[config.mk]
export PLATFORM = sky130hd
export DESIGN_NAME = a_seq_driver
export DESIGN_NICKNAME = d
export VERILOG_FILES = /design/src/rtl/a_seq_pkg.sv /design/src/rtl/a_seq_runlen.sv /design/src/rtl/a_seq_driver.sv
export SDC_FILE = /design/constraint.sdc
export NUM_CORES = 1
export LEC_CHECK = 0
export CELL_PAD_IN_SITES_DETAIL_PLACEMENT = 1
export CELL_PAD_IN_SITES_GLOBAL_PLACEMENT = 1
export CORE_MARGIN = 4
export CORE_UTILIZATION = 31
export DETAILED_ROUTE_END_ITERATION = 12
export HOLD_SLACK_MARGIN = 0.1
export PLACE_DENSITY_LB_ADDON = 0.1
export SYNTH_ARGS = -nofsm -noshare
export SYNTH_HDL_FRONTEND = slang
export SYNTH_SLANG_ARGS = --single-unit
[constraint.sdc]
create_clock -name Clock -period 3.4 [get_ports Clock]
set_input_delay 0.34 -clock Clock [delete_from_list [all_inputs] [get_ports Clock]]
set_output_delay 0.34 -clock Clock [all_outputs]
set_load 0.02 [all_outputs]
[src/rtl/a_seq_pkg.sv]
// Shared encodings for the A/K1/K2 sequence driver and its detector.
// Holds driver state codes, detector state codes and the zero-length rule.
package a_seq_pkg;

  localparam int PHASE_W_DEFAULT = 4;

  typedef enum logic [2:0] {
    IDLE = 3'd0,
    HI1  = 3'd1,
    LO1  = 3'd2,
    HI2  = 3'd3,
    LO2  = 3'd4,
    DONE = 3'd5
  } seq_state_e;

  // Detector state codes, shared so driver and detector benches agree.
  typedef enum logic [1:0] {
    DET_IDLE  = 2'd0,
    DET_START = 2'd1,
    DET_STOP  = 2'd2,
    DET_CLEAR = 2'd3
  } det_state_e;

  // A programmed phase length of 0 still produces a one-cycle phase.
  function automatic int unsigned eff_len(input int unsigned len);
    return (len == 0) ? 1 : len;
  endfunction

endpackage

[src/rtl/a_seq_runlen.sv]
// Loadable down-counter timing each A phase; saturates at zero.
module a_seq_runlen #(
  parameter int W = 4
) (
  input  logic         Clock,
  input  logic         Reset,
  input  logic         load,
  input  logic         dec,
  input  logic [W-1:0] load_val,
  output logic [W-1:0] value,
  output logic         zero
);

  logic [W-1:0] cnt_q;

  always_ff @(posedge Clock) begin
    if (!Reset)                     cnt_q <= '0;
    else if (load)                  cnt_q <= load_val;
    else if (dec && cnt_q != '0)    cnt_q <= cnt_q - W'(1);
  end

  assign value = cnt_q;
  assign zero  = (cnt_q == '0);

endmodule

[src/rtl/a_seq_driver.sv]
// Drives A through high/low/high/low phases on Go; optional K1/K2 checker
// built when A_SEQ_DRIVER_CHECK_EN is defined (otherwise Pass is tied 0).
module a_seq_driver
  import a_seq_pkg::*;
#(
  parameter int PHASE_W = PHASE_W_DEFAULT
) (
  input  logic               Clock,
  input  logic               Reset,
  input  logic               Go,
  input  logic [PHASE_W-1:0] HighLen,
  input  logic [PHASE_W-1:0] LowLen,
  input  logic               K2,
  input  logic               K1,
  output logic               A,
  output logic               Busy,
  output logic               Done,
  output logic               Pass,
  output logic [2:0]         state
);

  seq_state_e         state_q, state_d;
  logic [PHASE_W-1:0] hl_q, ll_q, hl_in, ll_in;
  logic [PHASE_W-1:0] cnt_val, cnt_unused;
  logic               cnt_load, cnt_dec, cnt_zero, accept;
  logic               a_q, busy_q, done_q;

  assign hl_in  = PHASE_W'(eff_len(32'(HighLen)));
  assign ll_in  = PHASE_W'(eff_len(32'(LowLen)));
  assign accept = (state_q == IDLE) && Go;

  a_seq_runlen #(.W(PHASE_W)) u_runlen (
    .Clock    (Clock),
    .Reset    (Reset),
    .load     (cnt_load),
    .dec      (cnt_dec),
    .load_val (cnt_val),
    .value    (cnt_unused),
    .zero     (cnt_zero)
  );

  // Each phase ends on the cycle its counter reads zero, reloading for the next.
  always_comb begin
    state_d  = state_q;
    cnt_load = 1'b0;
    cnt_dec  = 1'b0;
    cnt_val  = '0;
    case (state_q)
      IDLE: if (Go) begin
        state_d  = HI1;
        cnt_load = 1'b1;
        cnt_val  = hl_in - PHASE_W'(1);
      end
      HI1: if (cnt_zero) begin
        state_d  = LO1;
        cnt_load = 1'b1;
        cnt_val  = ll_q - PHASE_W'(1);
      end else cnt_dec = 1'b1;
      LO1: if (cnt_zero) begin
        state_d  = HI2;
        cnt_load = 1'b1;
        cnt_val  = hl_q - PHASE_W'(1);
      end else cnt_dec = 1'b1;
      HI2: if (cnt_zero) begin
        state_d  = LO2;
        cnt_load = 1'b1;
        cnt_val  = ll_q - PHASE_W'(1);
      end else cnt_dec = 1'b1;
      LO2: if (cnt_zero) state_d = DONE;
           else          cnt_dec = 1'b1;
      DONE:    state_d = IDLE;
      default: state_d = IDLE;
    endcase
  end

  // Outputs are decoded from the next state so they land on the same edge.
  always_ff @(posedge Clock) begin
    if (!Reset) begin
      state_q <= IDLE;
      hl_q    <= '0;
      ll_q    <= '0;
      a_q     <= 1'b0;
      busy_q  <= 1'b0;
      done_q  <= 1'b0;
    end else begin
      state_q <= state_d;
      if (accept) begin
        hl_q <= hl_in;
        ll_q <= ll_in;
      end
      a_q    <= (state_d == HI1) || (state_d == HI2);
      busy_q <= (state_d == HI1) || (state_d == LO1) ||
                (state_d == HI2) || (state_d == LO2);
      done_q <= (state_d == DONE);
    end
  end

`ifdef A_SEQ_DRIVER_CHECK_EN
  logic seen_k1_q, seen_k2_q, seen_k1_d, seen_k2_d, win, pass_q;

  // Detector answers one edge behind A, so only the second half is watched.
  assign win = (state_q == HI2) || (state_q == LO2);

  always_comb begin
    seen_k1_d = seen_k1_q | (win & K1);
    seen_k2_d = seen_k2_q | (win & K2);
    if (accept) begin
      seen_k1_d = 1'b0;
      seen_k2_d = 1'b0;
    end
  end

  always_ff @(posedge Clock) begin
    if (!Reset) begin
      seen_k1_q <= 1'b0;
      seen_k2_q <= 1'b0;
      pass_q    <= 1'b0;
    end else begin
      seen_k1_q <= seen_k1_d;
      seen_k2_q <= seen_k2_d;
      pass_q    <= (state_d == DONE) && seen_k1_d && seen_k2_d;
    end
  end

  assign Pass = pass_q;
`else
  logic k_unused;
  assign k_unused = K1 ^ K2;
  assign Pass     = 1'b0;
`endif

  assign A     = a_q;
  assign Busy  = busy_q;
  assign Done  = done_q;
  assign state = state_q;

endmodule

# Word-level counts from Yosys, hierarchy flattened
# Index checks and enable logic that the tools add are counted.
# Widths: inputs -> output; s select.
[totals] ff_bits=18 latch_bits=0 ramBits=0 romBits=0 in_bits=13 out_inout_bits=7 wordCells=54 mem_count=0
[op_classes] add_sub_neg=4 n_mul=0 div_mod_pow=0 magnitude_cmp=0 eq_ne=9 shifts=0 mux=19 n_bitwise=0 reduce_logical=15
[ops] operator="$mux 4" n=7
[ops] operator="$sub 4x1->4 const B" n=4
[ops] operator="$mux 3" n=5
[ops] operator="$pmux 3 s5" n=1
[ops] operator="$eq 3x2->1 const B" n=4
[ops] operator="$logic_not 4->1" n=3
[ops] operator="$pmux 4 s3" n=1
[ops] operator="$eq 3x3->1 const B" n=3
[ops] operator="$eq 3x1->1 const B" n=2
[ops] operator="$logic_or 1x1->1" n=4
[ops] operator="$mux 1" n=4
[ops] operator="$reduce_bool 4->1" n=1
[ops] operator="$reduce_or 4->1" n=1
[ops] operator="$logic_not 3->1" n=1
[ops] operator="$reduce_or 3->1" n=1
[ops] operator="$logic_and 1x1->1" n=2
[ops] operator="$pmux 1 s2" n=1
[ops] operator="$reduce_bool 2->1" n=1
[ops] operator="$reduce_or 2->1" n=1

# Longest topological paths before layout
[logic_depth] depth_word=7 ltp_mapped=7 depth_no_buf=7

# Cells and area by module
# Synthesis repeated with hierarchy kept, for this count alone.
[unflattened] hier_cells=127 area_unflattened_um2=1034.7
[modules_own_cells] mod="a_seq_driver" instances=1 cells_each=96 area_per_inst_um2=778.2 seq_area_each_um2=280.3
[modules_own_cells] mod="a_seq_runlen" instances=1 cells_each=31 area_per_inst_um2=256.5 seq_area_each_um2=80.1

# Worst setup path after synthesis
# OpenSTA, ideal clock, no wires.
[synth_path] kind="flip-flop to flip-flop" startpoint="register u_runlen.cnt_q[0] (netlist: u_runlen.value[0])" endpoint="register u_runlen.cnt_q[3] (netlist: u_runlen.value[3])" setup_ps=74 arrival_ps=1689 required_ps=3326 slack_ps=1637 path_stages_with_launch=8 n_path_buf=1 period_less_slack_ps=1763 path_cell_list="dfxtp_1 inv_1 ha_1 or3b_1 clkbuf_2 or3_1 o211a_1 a31oi_2"
[synth_via] elab_chain_len=5 word_cells_on_any_way=14 classes_between="add/sub: 1; mux: 9; reduce/logical: 4"
[synth_lines] element="start, declared" line_no="a_seq_runlen.sv:14" text="logic [W-1:0] cnt_q;"
[synth_lines] element="start signal, assigned" line_no="a_seq_runlen.sv:18" text="else if (load) cnt_q <= load_val;"
[synth_lines] element="start signal, assigned" line_no="a_seq_runlen.sv:19" text="else if (dec && cnt_q != '0) cnt_q <= cnt_q - W'(1);"
[synth_lines] element="branches (longest 5 deep; another with $sub 4x1->4)"
# Several ways; the timed one is not identified. The select of a mux whose other input is x is not followed.
# A chain may end at the register's enable or synchronous reset.

# Worst setup path after layout
[layout_path] startpoint="register state_q[2] (netlist: state[2])" endpoint="output state[2]"
[layout_rtl] element="start, declared" line_no="a_seq_driver.sv:22" text="seq_state_e state_q, state_d;"
[layout_rtl] element="start signal, assigned" line_no="a_seq_driver.sv:86" text="state_q <= state_d;"
[layout_rtl] element="end, declared" line_no="a_seq_driver.sv:19" text="output logic [2:0] state"
# No word-level cell between the ends.

==> parameters.txt <==
Parameter                              Value

Power and ir drop
  Static Leakage ... roughly 0.47 nW
  Worst vdd rail ir drop ... about 220 uV
  Pwr dens ... roughly 750 nW/um^2

Critical path
  Delay-heaviest family, CP ... flip-flops
  Slowest stage cell, crit path ... dfxtp_1
  Largest stage delay, worst path ... about 0.8 ns
  Path depth of the worst reg2reg path ... 4
  Arrival time of data at the critical path endpoint ... 1.82 ns
  Critical register-to-register path startpoint ... state[2]$_SDFF_PN0_
  Crit start category ... register
  Ordered cell list for the critical path ... clkdlybuf4s50_1
  WS Path Type ... reg -> out
  Critical Path Fanout Max ... 22
  Type of element capturing the critical path ... primary output
  Required time at the endpoint of the critical path ... slightly above 3 ns
  Reg-to-reg slack, setup ... around 1.3 ns
  Worst path bufs/invs ... 1
  End of the worst register-to-register path ... u_runlen.value[3]$_SDFFE_PN0P_

Route
  Detailed-router iteration count before antenna repair ... 4
  Number of nets with antenna violations after routing ... 0
  Routed length per placed instance ... around 15 um
  Ratio of routed vias to standard cells ... about 5.3
  Detailed Route Iter0 Violations ... 58
  Vias ... approximately 1000
  Routed wire length ... ~2900 um
  Remaining design rule violation count ... 0

Clock tree
  Clock sink count ... 18
  Maximum clock insertion buffer count ... 2
  Htree depth ... 1
  Number of gates resized after CTS ... 0
  Clock-pin slew reported for the worst setup and hold paths after clock tree synthesis ... between 0.1 and 0.15 ns
  Buffers inserted during post-CTS setup optimization ... 0
  Clock tree from TritonCTS ... yes
  Count of hold buffers inserted by post-cts repair ... 0
  Number of buffers created by CTS ... 3
  Clock Root Buffer ... clkbuf_4
  Clock network latency to the later pin of the worst-skew pair ... between 0.3 and 0.4 ns

GRT
  Maximum number of pins on one net before global-route repair ... 23
  Wire length of the first global-routing pass ... roughly 4800 um
  Fraction of met1 tracks used by global routing ... around 18%
  Sum of overflow across all layers after global routing ... 0
  Met2 capacity usage during global routing ... 23.93%
  Global routing met3 resource utilization ... between 2 and 2.5%
  Highest-utilization routing layer at the global route stage ... met2
  Number of antenna violations at the first check in global routing ... 0
  Vias in the first global route ... 1022
  Total Routing Usage GR ... roughly 14%

Yosys
  Average footprint of a synthesized cell ... 8.054 sq um
  Combined area of all synthesized cells ... between 1000 and 1500 sq um
  Post-synth ARST share ... 0%
  Count of warnings emitted by yosys ... 0
  Most used flip-flop cell after synthesis ... dfxtp_1
  Share of synthesized area occupied by flip-flops and latches ... around a third
  Post-synth net total ... 152
  Count of different cell masters after synthesis ... between 40 and 50
  Cell count after synthesis ... around 140
  Number of enable flip-flop cells after synthesis ... 0
  Number of register bits inferred by synthesis ... 18

Timing
  Headroom to the max-slew limit ... between 50% and 60%
  Setup TNS after final layout ... 0 ns
  Worst Tran Pin Value ... ~0.69 ns
  Peak Freq ... about 0.46 GHz
  Unrepaired setup endpoints after global routing ... no
  Number of hold-slack violations in the final timing report ... 0
  Number of setup violations in the final report ... 0
  Min Tclk post-route ... around 2.2 ns
  Max Transition Viols Final ... 0
  Post-Route Skew ... approximately 0.0085 ns
  Portion of the clock cycle consumed by the worst path in the final layout ... a little under two thirds

Floorplan
  Die X ... 67.23 um
  Core region area ... ~3400 sq um
  Die Height ... between 60 and 70 um
  Die Area ... 4519 sq um
  Number of core rows ... 21
  Effective utilization at floorplan ... 32.33%
  Ports ... 20

Outcome
  Status ... complete, no violations

Worst hold path
  Hold path startpoint ... ll_q[3]$_SDFFE_PN0P_
  Sink of the worst hold path ... ll_q[3]$_SDFFE_PN0P_
  Path category of the worst min-delay check ... reg -> reg
  Hold Path Stages ... 2

Place
  Dpl cells ... roughly 190
  Port-buffer cells ... 16
  Detailed placement HPWL ... roughly 2100 um
  Final weighted congestion in routability-driven placement ... approximately 0.86

Layout
  Ant. Diodes ... 0
  Area Growth Syn to Fin ... 20.02%
  Cell Count, Final, Fillers Out ... 192
  Fill count ... ~440
  Final layout net count ... roughly 160
  Fraction of layout instances using a drive strength above 1 ... around 5.5%

Flow run
  Maxcap violations ... 0
-- report_power, final --
part           internal (mW)  switching (mW)
Sequential             0.268          0.0843
Clock                 0.0655          0.0763
Combinational          0.223           0.260
Total                  0.557           0.421
-- cell usage after synthesis, drive strengths merged (2+ instances only) --
cell | n | area share [%]
xor2 | 3 | 2.4
or3 | 3 | 1.7
o311a | 2 | 1.8
ha | 4 | 4.6
xnor2 | 4 | 3.2
and2 | 2 | 1.2
clkbuf | 7 | 2.5
dfxtp | 18 | 33
inv | 10 | 3.5
nand2 | 17 | 5.9
nor2 | 2 | 0.69
a31oi | 4 | 2.9
o21ai | 8 | 3.7
or3b | 2 | 1.6
buf | 3 | 1.5
nor3b | 5 | 3.9
a21boi | 7 | 4.8
a21oi | 4 | 1.8
nor3 | 10 | 4.6
nand3 | 2 | 0.92
-- worst max path at each step --
stage	from	endpoint	slack [ns]	cells past startpoint
after detailed placement	state[2]$_SDFF_PN0_	u_runlen.value[3]$_SDFFE_PN0P_	1.32	4
after global placement	HighLen[1]	u_runlen.value[2]$_SDFFE_PN0P_	1.36	8
after floorplan	u_runlen.value[0]$_SDFFE_PN0P_	u_runlen.value[3]$_SDFFE_PN0P_	1.64	7
after CTS	state[2]$_SDFF_PN0_	state[2]	1.23	1
after global routing	state[2]$_SDFF_PN0_	u_runlen.value[3]$_SDFFE_PN0P_	1.11	4
final	state[2]$_SDFF_PN0_	state[2]	1.24	1
-- routing by layer --
| layer | vias up | routed length (um) |
|---|---|---|
| li1 | 499 | - |
| met1 | 495 | 1365 |
| met5 | - | 0 |
| met3 | 5 | 96 |
| met2 | 20 | 1402 |
| met4 | 0 | 58 |
-- area by class of cell --
class                           instances  area (sq um)  share of cell area [%]
Multi-Input combinational cell         97         645.6                   49.47
Sequential cell                        18         360.3                   27.61
Timing Repair Buffer                   17         167.7                   12.85
Tap cell                               46         57.56                   4.410
Inverter                               10         37.54                   2.876
Clock buffer                            4         36.28                   2.780
-- state kept, by name, summed over array words and instances, names as in the netlist --
| name | cells |
|---|---|
| hl_q | 4 |
| ll_q | 4 |
| u_runlen.value | 4 |
| state | 3 |
| A | 1 |
| Busy | 1 |
| Done | 1 |
-- through the flow --
step	hold WS (ns)	utilization, %	setup slack (ns)	power [mW]	instance area, sq um
final	0.4968	38.80	1.242	0.9777	1305
after global routing	0.5108	38.80	1.108	1.058	1305
after CTS	0.5069	38.80	1.234	0.9920	1305
after detailed placement	0.4893	37.72	1.323	0.8454	1269
after global placement	0.4714	37.72	1.361	0.8371	1269
after floorplan	0.4561	-	1.637	0.6981	1087
-- cells by family (layout without fill, tap and decap cells) --
kind of cell	Yosys count	after routing	share of synthesized area, %
AO/OA/AOI/OAI	36	36	24.05
buffers and inverters	20	31	7.479
XOR/XNOR	7	7	5.639
other	1	1	0.3449
AND/OR/NAND/NOR	49	49	24.74
adder cells (fa/ha/maj)	4	4	4.603
flip-flops	18	18	33.14
-- cell usage in the layout, fill, tap and decap left out, types with 4 or more instances in the layout --
| master | n |
|---|---|
| nand2_1 | 17 |
| a21oi_1 | 4 |
| clkdlybuf4s50_1 | 16 |
| ha_1 | 4 |
| nor3_1 | 10 |
| dfxtp_1 | 18 |
| o21ai_0 | 8 |
| xnor2_1 | 4 |
| nor3b_1 | 4 |
| a21boi_0 | 7 |
| inv_1 | 10 |
Power figures use the tool's default switching activity.
